File: config.mk
export PLATFORM = sky130hd
export DESIGN_NAME = pe_mac_sat
export DESIGN_NICKNAME = d
export VERILOG_FILES = /design/src/rtl/pe_mac_sat.sv
export SDC_FILE = /design/constraint.sdc
export NUM_CORES = 1
export LEC_CHECK = 0
export ABC_AREA = 1
export CAP_MARGIN = 25
export CORE_ASPECT_RATIO = 2
export CORE_MARGIN = 10
export CORE_UTILIZATION = 50
export DETAILED_ROUTE_END_ITERATION = 16
export PLACE_DENSITY_LB_ADDON = 0.08
export SETUP_SLACK_MARGIN = 0.05
export SLEW_MARGIN = 20
export SYNTH_ARGS = -nofsm -noshare
export SYNTH_HDL_FRONTEND = slang
export SYNTH_SLANG_ARGS = --single-unit
File: constraint.sdc
create_clock -name clk -period 5.4 [get_ports clk]
set_input_delay 0.81 -clock clk [delete_from_list [all_inputs] [get_ports clk]]
set_output_delay 0.81 -clock clk [all_outputs]
set_load 0.02 [all_outputs]
File: src/rtl/pe_mac_sat.sv
// Systolic processing element: registered A/B pass-through, saturating MAC
// accumulator, and a counter-driven drain that emits the quantised result
// followed by POS upstream results along the drain daisy chain.
module pe_mac_sat #(
    parameter int unsigned DATA_W    = 16,
    parameter int unsigned ACC_W     = 40,
    parameter int unsigned OUT_W     = 16,
    parameter int unsigned FRAC_BITS = 8,
    parameter int unsigned SIGNED    = 1,
    parameter int unsigned POS       = 0
) (
    input  logic              clk,
    input  logic              reset_n,
    input  logic [DATA_W-1:0] a_i,
    input  logic              a_valid_i,
    input  logic [DATA_W-1:0] b_i,
    input  logic              b_valid_i,
    output logic [DATA_W-1:0] a_o,
    output logic              a_valid_o,
    output logic [DATA_W-1:0] b_o,
    output logic              b_valid_o,
    input  logic              clear_i,
    input  logic              drain_start_i,
    input  logic [OUT_W-1:0]  d_i,
    input  logic              d_valid_i,
    output logic [OUT_W-1:0]  d_o,
    output logic              d_valid_o,
    output logic              busy_o,
    output logic              ovf_o
);

    localparam int unsigned PROD_W    = 2 * DATA_W;
    localparam int unsigned EXT_W     = ACC_W + 2;
    localparam int unsigned CNT_W     = 8;
    localparam bit          IS_SIGNED = (SIGNED != 0);

    // Clamp bounds and rounding constant, all in the sign-safe EXT_W domain
    localparam logic [EXT_W-1:0] ONE     = EXT_W'(1);
    localparam logic [EXT_W-1:0] ACC_HI  = IS_SIGNED ? ((ONE << (ACC_W - 1)) - ONE)
                                                     : ((ONE << ACC_W) - ONE);
    localparam logic [EXT_W-1:0] ACC_LO  = IS_SIGNED ? ~((ONE << (ACC_W - 1)) - ONE) : '0;
    localparam logic [EXT_W-1:0] OUT_HI  = IS_SIGNED ? ((ONE << (OUT_W - 1)) - ONE)
                                                     : ((ONE << OUT_W) - ONE);
    localparam logic [EXT_W-1:0] OUT_LO  = IS_SIGNED ? ~((ONE << (OUT_W - 1)) - ONE) : '0;
    localparam logic [EXT_W-1:0] ROUND_C = (FRAC_BITS > 0)
                                         ? (ONE << ((FRAC_BITS > 0) ? (FRAC_BITS - 1) : 0))
                                         : '0;

    typedef enum logic {
        ST_ACC   = 1'b0,
        ST_DRAIN = 1'b1
    } state_t;

    state_t             r_state;
    state_t             w_state_next;
    logic [CNT_W-1:0]   r_cnt;
    logic [CNT_W-1:0]   w_cnt_next;
    logic [ACC_W-1:0]   r_acc;
    logic [ACC_W-1:0]   w_acc_next;
    logic               r_ovf;
    logic               w_ovf_next;
    logic [DATA_W-1:0]  r_a;
    logic [DATA_W-1:0]  r_b;
    logic               r_av;
    logic               r_bv;
    logic [OUT_W-1:0]   r_d;
    logic [OUT_W-1:0]   w_d_next;
    logic [OUT_W-1:0]   w_q;
    logic               r_dv;
    logic               w_dv_next;
    logic               r_busy;
    logic [PROD_W-1:0]  w_a_x;
    logic [PROD_W-1:0]  w_b_x;
    logic [PROD_W-1:0]  w_prod;
    logic [EXT_W-1:0]   w_prod_x;
    logic [EXT_W-1:0]   w_acc_x;
    logic [EXT_W-1:0]   w_sum;
    logic [EXT_W-1:0]   w_rnd_x;
    logic [EXT_W-1:0]   w_shr;
    logic               w_mac;
    logic               w_capture;

    // Operands extended to full product width so one multiplier serves both signednesses
    assign w_a_x    = {{DATA_W{IS_SIGNED & a_i[DATA_W-1]}}, a_i};
    assign w_b_x    = {{DATA_W{IS_SIGNED & b_i[DATA_W-1]}}, b_i};
    assign w_prod   = w_a_x * w_b_x;
    assign w_prod_x = {{(EXT_W - PROD_W){IS_SIGNED & w_prod[PROD_W-1]}}, w_prod};
    assign w_acc_x  = {{2{IS_SIGNED & r_acc[ACC_W-1]}}, r_acc};
    assign w_sum    = w_acc_x + w_prod_x;
    assign w_mac    = a_valid_i & b_valid_i;
    assign w_capture = (r_state == ST_ACC) & drain_start_i;

    // Next accumulator value: clear/MAC with saturation, frozen while draining
    always_comb begin
        w_acc_next = r_acc;
        w_ovf_next = r_ovf;
        if (r_state == ST_ACC) begin
            if (clear_i) begin
                w_acc_next = w_mac ? ACC_W'(w_prod_x) : '0;
                w_ovf_next = 1'b0;
            end else if (w_mac) begin
                if ($signed(w_sum) > $signed(ACC_HI)) begin
                    w_acc_next = ACC_W'(ACC_HI);
                    w_ovf_next = 1'b1;
                end else if ($signed(w_sum) < $signed(ACC_LO)) begin
                    w_acc_next = ACC_W'(ACC_LO);
                    w_ovf_next = 1'b1;
                end else begin
                    w_acc_next = ACC_W'(w_sum);
                end
            end
        end
    end

    // Round-half-up, scale down and clamp the captured value to OUT_W
    assign w_rnd_x = {{2{IS_SIGNED & w_acc_next[ACC_W-1]}}, w_acc_next} + ROUND_C;
    assign w_shr   = EXT_W'($signed(w_rnd_x) >>> FRAC_BITS);

    // Output-range saturation of the quantised result
    always_comb begin
        w_q = OUT_W'(w_shr);
        if ($signed(w_shr) > $signed(OUT_HI)) begin
            w_q = OUT_W'(OUT_HI);
        end else if ($signed(w_shr) < $signed(OUT_LO)) begin
            w_q = OUT_W'(OUT_LO);
        end
    end

    // Drain FSM next state, beat counter and drain-chain output
    always_comb begin
        w_state_next = r_state;
        w_cnt_next   = r_cnt;
        w_d_next     = '0;
        w_dv_next    = 1'b0;
        case (r_state)
            ST_ACC: begin
                if (drain_start_i) begin
                    w_state_next = ST_DRAIN;
                    w_cnt_next   = CNT_W'(POS);
                    w_d_next     = w_q;
                    w_dv_next    = 1'b1;
                end
            end
            ST_DRAIN: begin
                w_d_next  = d_i;
                w_dv_next = d_valid_i;
                if (r_cnt == '0) begin
                    w_state_next = ST_ACC;
                end else if (d_valid_i) begin
                    w_cnt_next = r_cnt - CNT_W'(1);
                    if (r_cnt == CNT_W'(1)) begin
                        w_state_next = ST_ACC;
                    end
                end
            end
            default: begin
                w_state_next = ST_ACC;
            end
        endcase
    end

    // Operand pass-through to right/bottom neighbours, active in every state
    always_ff @(posedge clk or negedge reset_n) begin
        if (!reset_n) begin
            r_a  <= '0;
            r_av <= 1'b0;
            r_b  <= '0;
            r_bv <= 1'b0;
        end else begin
            r_a  <= a_i;
            r_av <= a_valid_i;
            r_b  <= b_i;
            r_bv <= b_valid_i;
        end
    end

    // Accumulator and sticky overflow; capture empties the accumulator
    always_ff @(posedge clk or negedge reset_n) begin
        if (!reset_n) begin
            r_acc <= '0;
            r_ovf <= 1'b0;
        end else begin
            r_acc <= w_capture ? '0 : w_acc_next;
            r_ovf <= w_ovf_next;
        end
    end

    // FSM state register with registered drain outputs and busy flag
    always_ff @(posedge clk or negedge reset_n) begin
        if (!reset_n) begin
            r_state <= ST_ACC;
            r_cnt   <= '0;
            r_d     <= '0;
            r_dv    <= 1'b0;
            r_busy  <= 1'b0;
        end else begin
            r_state <= w_state_next;
            r_cnt   <= w_cnt_next;
            r_d     <= w_d_next;
            r_dv    <= w_dv_next;
            r_busy  <= (w_state_next == ST_DRAIN);
        end
    end

    assign a_o       = r_a;
    assign a_valid_o = r_av;
    assign b_o       = r_b;
    assign b_valid_o = r_bv;
    assign d_o       = r_d;
    assign d_valid_o = r_dv;
    assign busy_o    = r_busy;
    assign ovf_o     = r_ovf;

endmodule

# Word level (Yosys, flattened, before mapping)

Index checks and enable logic that the tools add are counted.

Memories: 0
Register bits after elaboration: 101
Bits in writable memories: 0
Output and inout port bits: 53
Input bits: 55
Bits in latches: 0
Memory bits (read-only): 0

Equality and inequality tests: 4
Bitwise logic cells: 3
Shifts and indexed selects: 0
$mul: 1
Div/mod/pow operators: 0
Add/sub/neg operators: 3
Magnitude comparators: 4
Reduce and logical (&&, ||, !) cells: 5
Multiplexer cells: 25

Operators by type and width:

| operator              | number |
|---|---|
| $mux 40               | 7 |
| $mux 16               | 3 |
| $add 40x32->41        | 1 |
| $add 40x9->41 const B | 1 |
| $gt 41x40->1 const B  | 1 |
| $lt 41x40->1 const B  | 1 |
| $gt 33x16->1 const B  | 1 |
| $lt 33x16->1 const B  | 1 |
| $mul 16x16->32        | 1 |
| $pmux 16 s2           | 1 |
| $mux 8                | 3 |
| $pmux 8 s2            | 1 |
| $eq 8x1->1 const B    | 1 |
| $logic_not 8->1       | 1 |
| $mux 1                | 8 |
| $sub 8x1->8 const B   | 1 |
| $ne 2x2->1 const B    | 3 |
| $reduce_and 3->1      | 2 |
| $pmux 1 s2            | 2 |
| $reduce_bool 3->1     | 1 |
| $and 1x1->1           | 2 |
| $reduce_bool 2->1     | 1 |
| $not 1->1             | 1 |

# Longest topological paths before layout

Gate-level depths: netlist (run 1).

Word-level depth: 14
Mapped depth: 63
Depth with buffers taken out: 60

# Least setup slack after synthesis (run 1)

OpenSTA, ideal clock, no wires.

Path kind: in2reg
Start point: input port b_i[5]
End point: register r_d[10] (netlist: d_o[10])
Stages: 58
Data arrival time: 9838 ps
Path buffers: 3
Slack: -4504 ps
Required time: 5334 ps
Path through: clkbuf_1 -> clkbuf_1 -> nand2_1 -> fa_1 -> inv_1 -> fa_1 -> inv_1 -> fa_1 -> inv_1 -> fa_1 -> inv_1 -> fa_1 -> fa_1 -> inv_1 -> ha_1 -> inv_1 -> nor3_1 -> nand2_1 -> (+22 left out) -> ha_1 -> inv_1 -> nor2_2 -> nand2_2 -> nor2_4 -> nand2_1 -> nand2_1 -> nand2_1 -> nor2_1 -> nand2_1 -> nor2_1 -> nand3_2 -> nand2_4 -> buf_12 -> nand2_2 -> nand2_1 -> nand2_1 -> nand2_1

Longest elaborated chain between the ends: 14
Elaborated cells between the ends (all ways): 17

RTL lines:

| item                 | line | text |
|---|---|---|
| from (decl)          | 16   | `input logic [DATA_W-1:0] b_i,` |
| $mul 16x16->32 (*)   | 86   | `assign w_prod = w_a_x * w_b_x;` |
| $add 40x32->41       | 89   | `assign w_sum = w_acc_x + w_prod_x;` |
| $lt 41x40->1         | 105  | `end else if ($signed(w_sum) < $signed(ACC_LO)) begin` |
| $mux 40              | 105  |  |
| $mux 40              | 102  | `if ($signed(w_sum) > $signed(ACC_HI)) begin` |
| $mux 40              | 101  | `end else if (w_mac) begin` |
| $mux 40 (*)          | 98   | `if (clear_i) begin` |
| $mux 40 (*)          | 97   | `if (r_state == ST_ACC) begin` |
| $add 40x9->41 (*)    | 116  | `assign w_rnd_x = {{2{IS_SIGNED & w_acc_next[ACC_W-1]}}, w_acc_next} + ROUND_C;` |
| $lt 33x16->1         | 124  | `end else if ($signed(w_shr) < $signed(OUT_LO)) begin` |
| $mux 16              | 124  |  |
| $mux 16 (*)          | 122  | `if ($signed(w_shr) > $signed(OUT_HI)) begin` |
| $mux 16 (*)          | 137  | `if (drain_start_i) begin` |
| $pmux 16 s2 (*)      | 135  | `case (r_state)` |
| net w_d_next[10]     | 67   | `logic [OUT_W-1:0] w_d_next;` |
| to (signal assigned) | 199  | `r_d <= w_d_next;` |
| to (decl)            | 66   | `logic [OUT_W-1:0] r_d;` |

Mark *: on every way through the listed nets, which the timed path passes. The rest lies on a longest branch.
A chain may end at the register's enable or synchronous reset.

# Worst setup path after layout (run 1)

Start point: input port b_i[12]
End point: register r_d[0] (netlist: d_o[0])

Same word-level chain as after synthesis.

==> impl_metrics.ini, run 1 <==
[status]
run_status = finished with violations
violations = negative setup slack

[synth]
netlist_area_sq_um = 19150
syn_nets = 3178
synth_cells = 2734
synth_simple_gate_area_share_pct = 26.97
synthArstFlopShare_pct = 100.0
synth_fa_ha_area_share_pct = 35.72
synth.distinct_cells = 42
synth_top_family_by_area = adder cells
ys_ff_latch = 101
ys_seq_area_share_pct = 13.20
synth_xor_area_share_pct = 3.018
synth_compound_area_share_pct = 6.807
syn-mean-instance-area_sq_um = 7.005
ys.flop_type = dfrtp_1
yosys_warnings = 0
synth_edf_count = 0
synth_mux_area_share_pct = 0

[sta]
final_max_slew_viol_count = 0
hold_viol = 0
timing.final.crit_share_pct = 181.1
timing.fmax_mhz = 102.2
worst_pin_slew_ns = 1.084
grt_setup_unrepaired = true
finalSetupViolCount = 57
setup_ws_ns = -4.380
post-route-min-period_ns = 9.780
slew_headroom_pct = 27.75
fin_skew_ns = 0.01847

[drt]
wl_um = 78370
drt_iter0_markers = 1026
wl_per_cell_um = 20.18
via_count = 20650
drt-met1-wl_um = 23210
dr.pass1.iters = 7
drc = 0
highest_layer = met5
met3_length_um = 3432
viasPerCell = 5.319
met2_length_um = 43080
ant_nets = 0

[setup_path]
cp_slowest_cell = fa_2
cp_common_cell = nand2_4
slowest_delay_ns = 0.56
critPathRequiredTime_ns = 5.68
cp.arrival_ns = 10.06
end_kind = flip-flop
crit_start = b_i[12]
cp-start-kind = input pin
path_class = in -> reg
crit_buf_inv = 16
critical-path-top-delay-family = adder cells
cp_max_fo = 7
reg2reg_from = r_acc[0]

[final_layout]
drive_above_1_share_pct = 35.91
fillers = 2743
layout.nets = 3859
antenna_cells = 0
areaGrowthSynthToFinish_pct = 52.66

[clocking]
cts_buffers = 9
clockRootBuffer = clkbuf_16
clk-insertion-delay-late_ns = 0.41
cts.sinks = 101
h-tree-depth = 3
clock_path_buffers = 2
clk_pin_slew_ns = 0.09
cts_tree = done

[placement]
port_buffers = 107
place_hpwl_um = 56530
gp_congestion = 0.9857
post-place-ws_ns = -5.574

[floorplanning]
rows = 101
die_w_um = 158.4
core_sq_um = 37910
die_y_um = 296.8
start_util_pct = 50.52
io_pins = 108
fp.dieArea_sq_um = 47010

[global_routing]
grt_util_all_layers_pct = 32.54
antenna_found_initial = 1
grt_pass1_wl_um = 117300
grt_pass1_vias = 22490
grt_max_degree = 58
overflow = 0

[hold_path]
hold_path_class = reg -> reg
hp-start = r_cnt[7]

[flow_run]
maxCapViolations = 0
## logic make-up after synthesis
| group | count (synthesis) |
|---|---|
| adders and majority gates | 389 |
| buffers and inverters | 710 |
| DFF | 101 |
| AOI/OAI and AO/OA | 237 |
| and+or+nand+nor | 1231 |
| xor gates and xnor gates | 66 |
## flip-flops by register name, summed over array words and instances, names as in the netlist
| register | cells |
|---|---|
| a_valid_o | 1 |
| busy_o | 1 |
| a_o | 16 |
| b_o | 16 |
| b_valid_o | 1 |
| d_o | 16 |
| r_cnt | 8 |
| ovf_o | 1 |
| d_valid_o | 1 |
| r_acc | 40 |
## layout by cell type (no fill, tap or decap), drive strengths merged, types with 6 or more instances in the layout
master         Yosys  layout
a21oi            114     114
and2              13      14
buf               13     647
clkbuf            76      18
clkdlybuf4s15      0       6
clkdlybuf4s50      0      77
dfrtp            101     101
dlygate4sd2        0      10
fa               263     263
ha               126     126
inv              619     621
nand2            859     863
nand3            111     111
nand3b             7       7
nand4             17      17
nor2             189     189
nor3              16      16
nor4               7       7
o211ai             7       7
o21ai             79      79
o21bai            17      17
or2               12      12
xnor2             21      21
xor2              45      45
## cell usage after synthesis (6+ instances only)
cell type | number | area share (%)
a21oi_1 | 111 | 2.9
and2_1 | 13 | 0.42
clkbuf_1 | 76 | 1.5
dfrtp_1 | 101 | 13
fa_1 | 263 | 27
ha_1 | 126 | 8.2
inv_1 | 615 | 12
nand2_1 | 810 | 16
nand2_2 | 47 | 1.5
nand3_1 | 105 | 2.7
nand3_2 | 6 | 0.31
nand3b_1 | 7 | 0.27
nand4_1 | 17 | 0.56
nor2_1 | 167 | 3.3
nor2_2 | 19 | 0.62
nor3_1 | 15 | 0.39
nor4_1 | 7 | 0.23
o211ai_1 | 7 | 0.27
o21ai_0 | 76 | 2.0
o21bai_1 | 17 | 0.67
or2_2 | 12 | 0.39
xnor2_1 | 21 | 0.96
xor2_1 | 45 | 2.1
## per-stage QoR
stage | utilization [%] | area (sq um) | std cells | hold slack [ns] | setup TNS, ns
3_3_place_gp | 65.11 | 24680 | 3695 | 0.4567 | -247.71
2_1_floorplan | - | 19560 | 2734 | 0.4347 | -146.57
4_1_cts | 72.30 | 27410 | 3832 | 0.4712 | -182.06
5_1_grt | 77.12 | 29240 | 3883 | 0.5031 | -203.26
6_report | 77.12 | 29240 | 3883 | 0.4780 | -187.44
3_5_place_dp | 65.11 | 24680 | 3695 | 0.4588 | -253.18
## layout make-up
class | instances | area [sq um] | share of cell area [%]
clock buffers | 9 | 225.2 | 0.7703
repair buffers | 754 | 6898 | 23.59
multi-input cells | 1928 | 16520 | 56.52
inverters | 621 | 2392 | 8.182
flip-flops and latches | 101 | 2529 | 8.649
well taps | 463 | 579.3 | 1.981
clock inverters | 7 | 90.09 | 0.3081
## worst register-to-register path: cells and delay by family (launching register included)
kind | cells | cell delay [ns]
adder cells (fa/ha/maj) | 2 | 0.56
buffers and inverters | 8 | 0.99
AND/OR/NAND/NOR | 26 | 2.51
flip-flops | 1 | 0.36
AO/OA/AOI/OAI | 1 | 0.08
## layer usage
layer | vias up | track usage (%)
met5 | - | 0
met2 | 822 | 60.64
met1 | 9917 | 28.80
met4 | 2 | 28.96
met3 | 407 | 4.501
li1 | 9505 | -
## final timing paths
check | endpoint | slack (ns) | cells after the start
worst max-delay path | d_o[0] | -4.38 | 56
worst min-delay path | r_cnt[7] | 0.48 | 1
worst max register to register | d_o[0] | 0.77 | 37
worst min register to register | r_cnt[7] | 0.48 | 1
max in group asynchronous | r_acc[37] | 3.75 | 2
min in group asynchronous | r_cnt[1] | 0.49 | 1
## repair_timing
action	CTS	global route
resized for setup	364	393
hold buffers	0	0
pin swaps	110	244
buffers inserted	110	65
setup endpoints to repair	57	57
cloned	13	3
Power of run 1 is not shown: default switching activity piles up to over one toggle a cycle in this logic, so the estimate is an artifact.
==> inputs of run 2 (changes only) <==
--- a/config.mk
+++ b/config.mk
@@ -11,6 +11,7 @@
 export CORE_MARGIN = 10
 export CORE_UTILIZATION = 50
 export DETAILED_ROUTE_END_ITERATION = 16
+export MAX_ROUTING_LAYER = met4
 export PLACE_DENSITY_LB_ADDON = 0.08
 export SETUP_SLACK_MARGIN = 0.05
 export SLEW_MARGIN = 20
==> run 2 against run 1 <==
Compared with the run above: the flow still finishes with violations (negative setup slack); design area up 0.47%; global-route usage is 1.1 points higher; die area did not move; utilization grew 0.36 points; count of clock-buffer cells in the layout unchanged; clock skew is 0.011 ns higher; via count grew 3.2%; critical path depth is the same; register-to-register slack about the same.
==> impl_metrics.ini, run 2 (synthesis gave the netlist of run 1 again) <==
[status]
run_status = finished with violations
violations = negative setup slack

[setup_path]
reg2reg_depth = 30
critPathRequiredTime_ns = 5.69
cp-start-kind = input pin
r2r_slack_ns = 0.76
slowest_delay_ns = 0.62
cp_common_cell = nand2_1
reg2reg_to = d_o[2]
cp.arrival_ns = 9.94
cp_slowest_cell = fa_1
path_class = in -> reg
end_kind = flip-flop
cp_max_fo = 7
reg2reg_from = r_acc[0]

[sta]
post-route-min-period_ns = 9.652
fin_skew_ns = 0.02927
timing.fmax_mhz = 103.6
setup_ws_ns = -4.252
timing.final.crit_share_pct = 178.7
grt_setup_unrepaired = true
hold_viol = 0
final_max_slew_viol_count = 0
slew_headroom_pct = 26.44
finalSetupViolCount = 57
worst_pin_slew_ns = 1.095

[clocking]
clock_path_buffers = 2
clk-insertion-delay-late_ns = 0.40
cts.sinks = 101
cts_buffers = 9
clk_pin_slew_ns = 0.08
cts_tree = done
clockRootBuffer = clkbuf_16
h-tree-depth = 3

[final_layout]
layoutNonFillerInstCount = 3901
top_register = r_acc
final_common_cell = nand2_1
final_util_pct = 77.49
layout.nets = 3873
drive_above_1_share_pct = 38.00
largest_reg_flops = 40
areaGrowthSynthToFinish_pct = 53.38
most-common-layout-cells = nand2_1, buf_4, inv_1

[global_routing]
antenna_found_initial = 3
grt_util_all_layers_pct = 33.68
overflow = 0
grt_max_degree = 64
grt_pass1_wl_um = 117800
grt_pass1_vias = 22590

[drt]
via_count = 21310
highest_layer = met4
met2_length_um = 44070
viasPerCell = 5.464
dr.pass1.iters = 5
wl_um = 83040
wl_per_cell_um = 21.29
drc = 0
drt_iter0_markers = 1287
ant_nets = 0
met3_length_um = 4529
drt-met1-wl_um = 23710

[hold_path]
hp-start = r_cnt[7]
min_path_cells = 1
hold_path_class = reg -> reg
min_to = r_cnt[7]

[placement]
post-place-ws_ns = -5.852
gp_congestion = 1.040
place_hpwl_um = 57310
port_buffers = 107
dpl.cell_count = 3706

[floorplanning]
die_w_um = 158.4
core_sq_um = 37910
start_util_pct = 50.52
fp.dieArea_sq_um = 47010
io_pins = 108
rows = 101
die_y_um = 296.8

[flow_run]
maxCapViolations = 0
[run 2: layout make-up]
cell class	instances	area [sq um]
multi-input cells	1928	16610
clock buffers	9	225.2
repair buffers	768	6992
fillers	2611	8536
clock inverters	7	66.31
diodes	4	10.01
flip-flops and latches	101	2529
well taps	463	579.3
inverters	621	2366
[run 2: routing by layer]
layer | global-route usage, % | vias up
met5 | - | -
met4 | 31.70 | 0
met3 | 4.255 | 606
met2 | 60.92 | 1036
met1 | 28.24 | 10150
li1 | - | 9525
[run 2: how the worst max path moves through the flow]
stage	startpoint	endpoint	slack, ns	depth (start not counted)
3_3_place_gp	b_i[15]	d_o[0]	-5.84	56
4_1_cts	a_i[15]	d_o[0]	-3.97	57
5_1_grt	b_i[8]	d_o[11]	-4.58	54
2_1_floorplan	b_i[5]	d_o[10]	-3.45	56
3_5_place_dp	b_i[15]	d_o[0]	-5.85	56
6_report	b_i[8]	d_o[2]	-4.25	56
[run 2: stage by stage]
| step | area [sq um] | hold slack (ns) | TNS (ns) |
|---|---|---|---|
| after global placement | 24720 | 0.4579 | -260.95 |
| after detailed placement | 24720 | 0.4684 | -262.60 |
| after global routing | 29370 | 0.5112 | -195.28 |
| after CTS | 27500 | 0.4810 | -172.96 |
| final | 29380 | 0.4786 | -180.17 |
| after floorplan | 19560 | 0.4347 | -146.57 |
[run 2: repair_timing]
item | CTS | global route
gates cloned | 17 | 4
gates resized for setup | 394 | 439
hold buffers | 0 | 0
pin swaps | 187 | 244
setup buffers | 96 | 61
setup endpoints to repair | 57 | 57
[run 2: critical path, delay by kind of cell]
kind	cells	cell delay [ns]
adders and majority gates	9	3.81
and+or+nand+nor	27	2.59
buffers and inverters	15	1.91
AOI/OAI and AO/OA	4	0.62
xor gates and xnor gates	1	0.17
Power of run 2 is left out for the same reason.
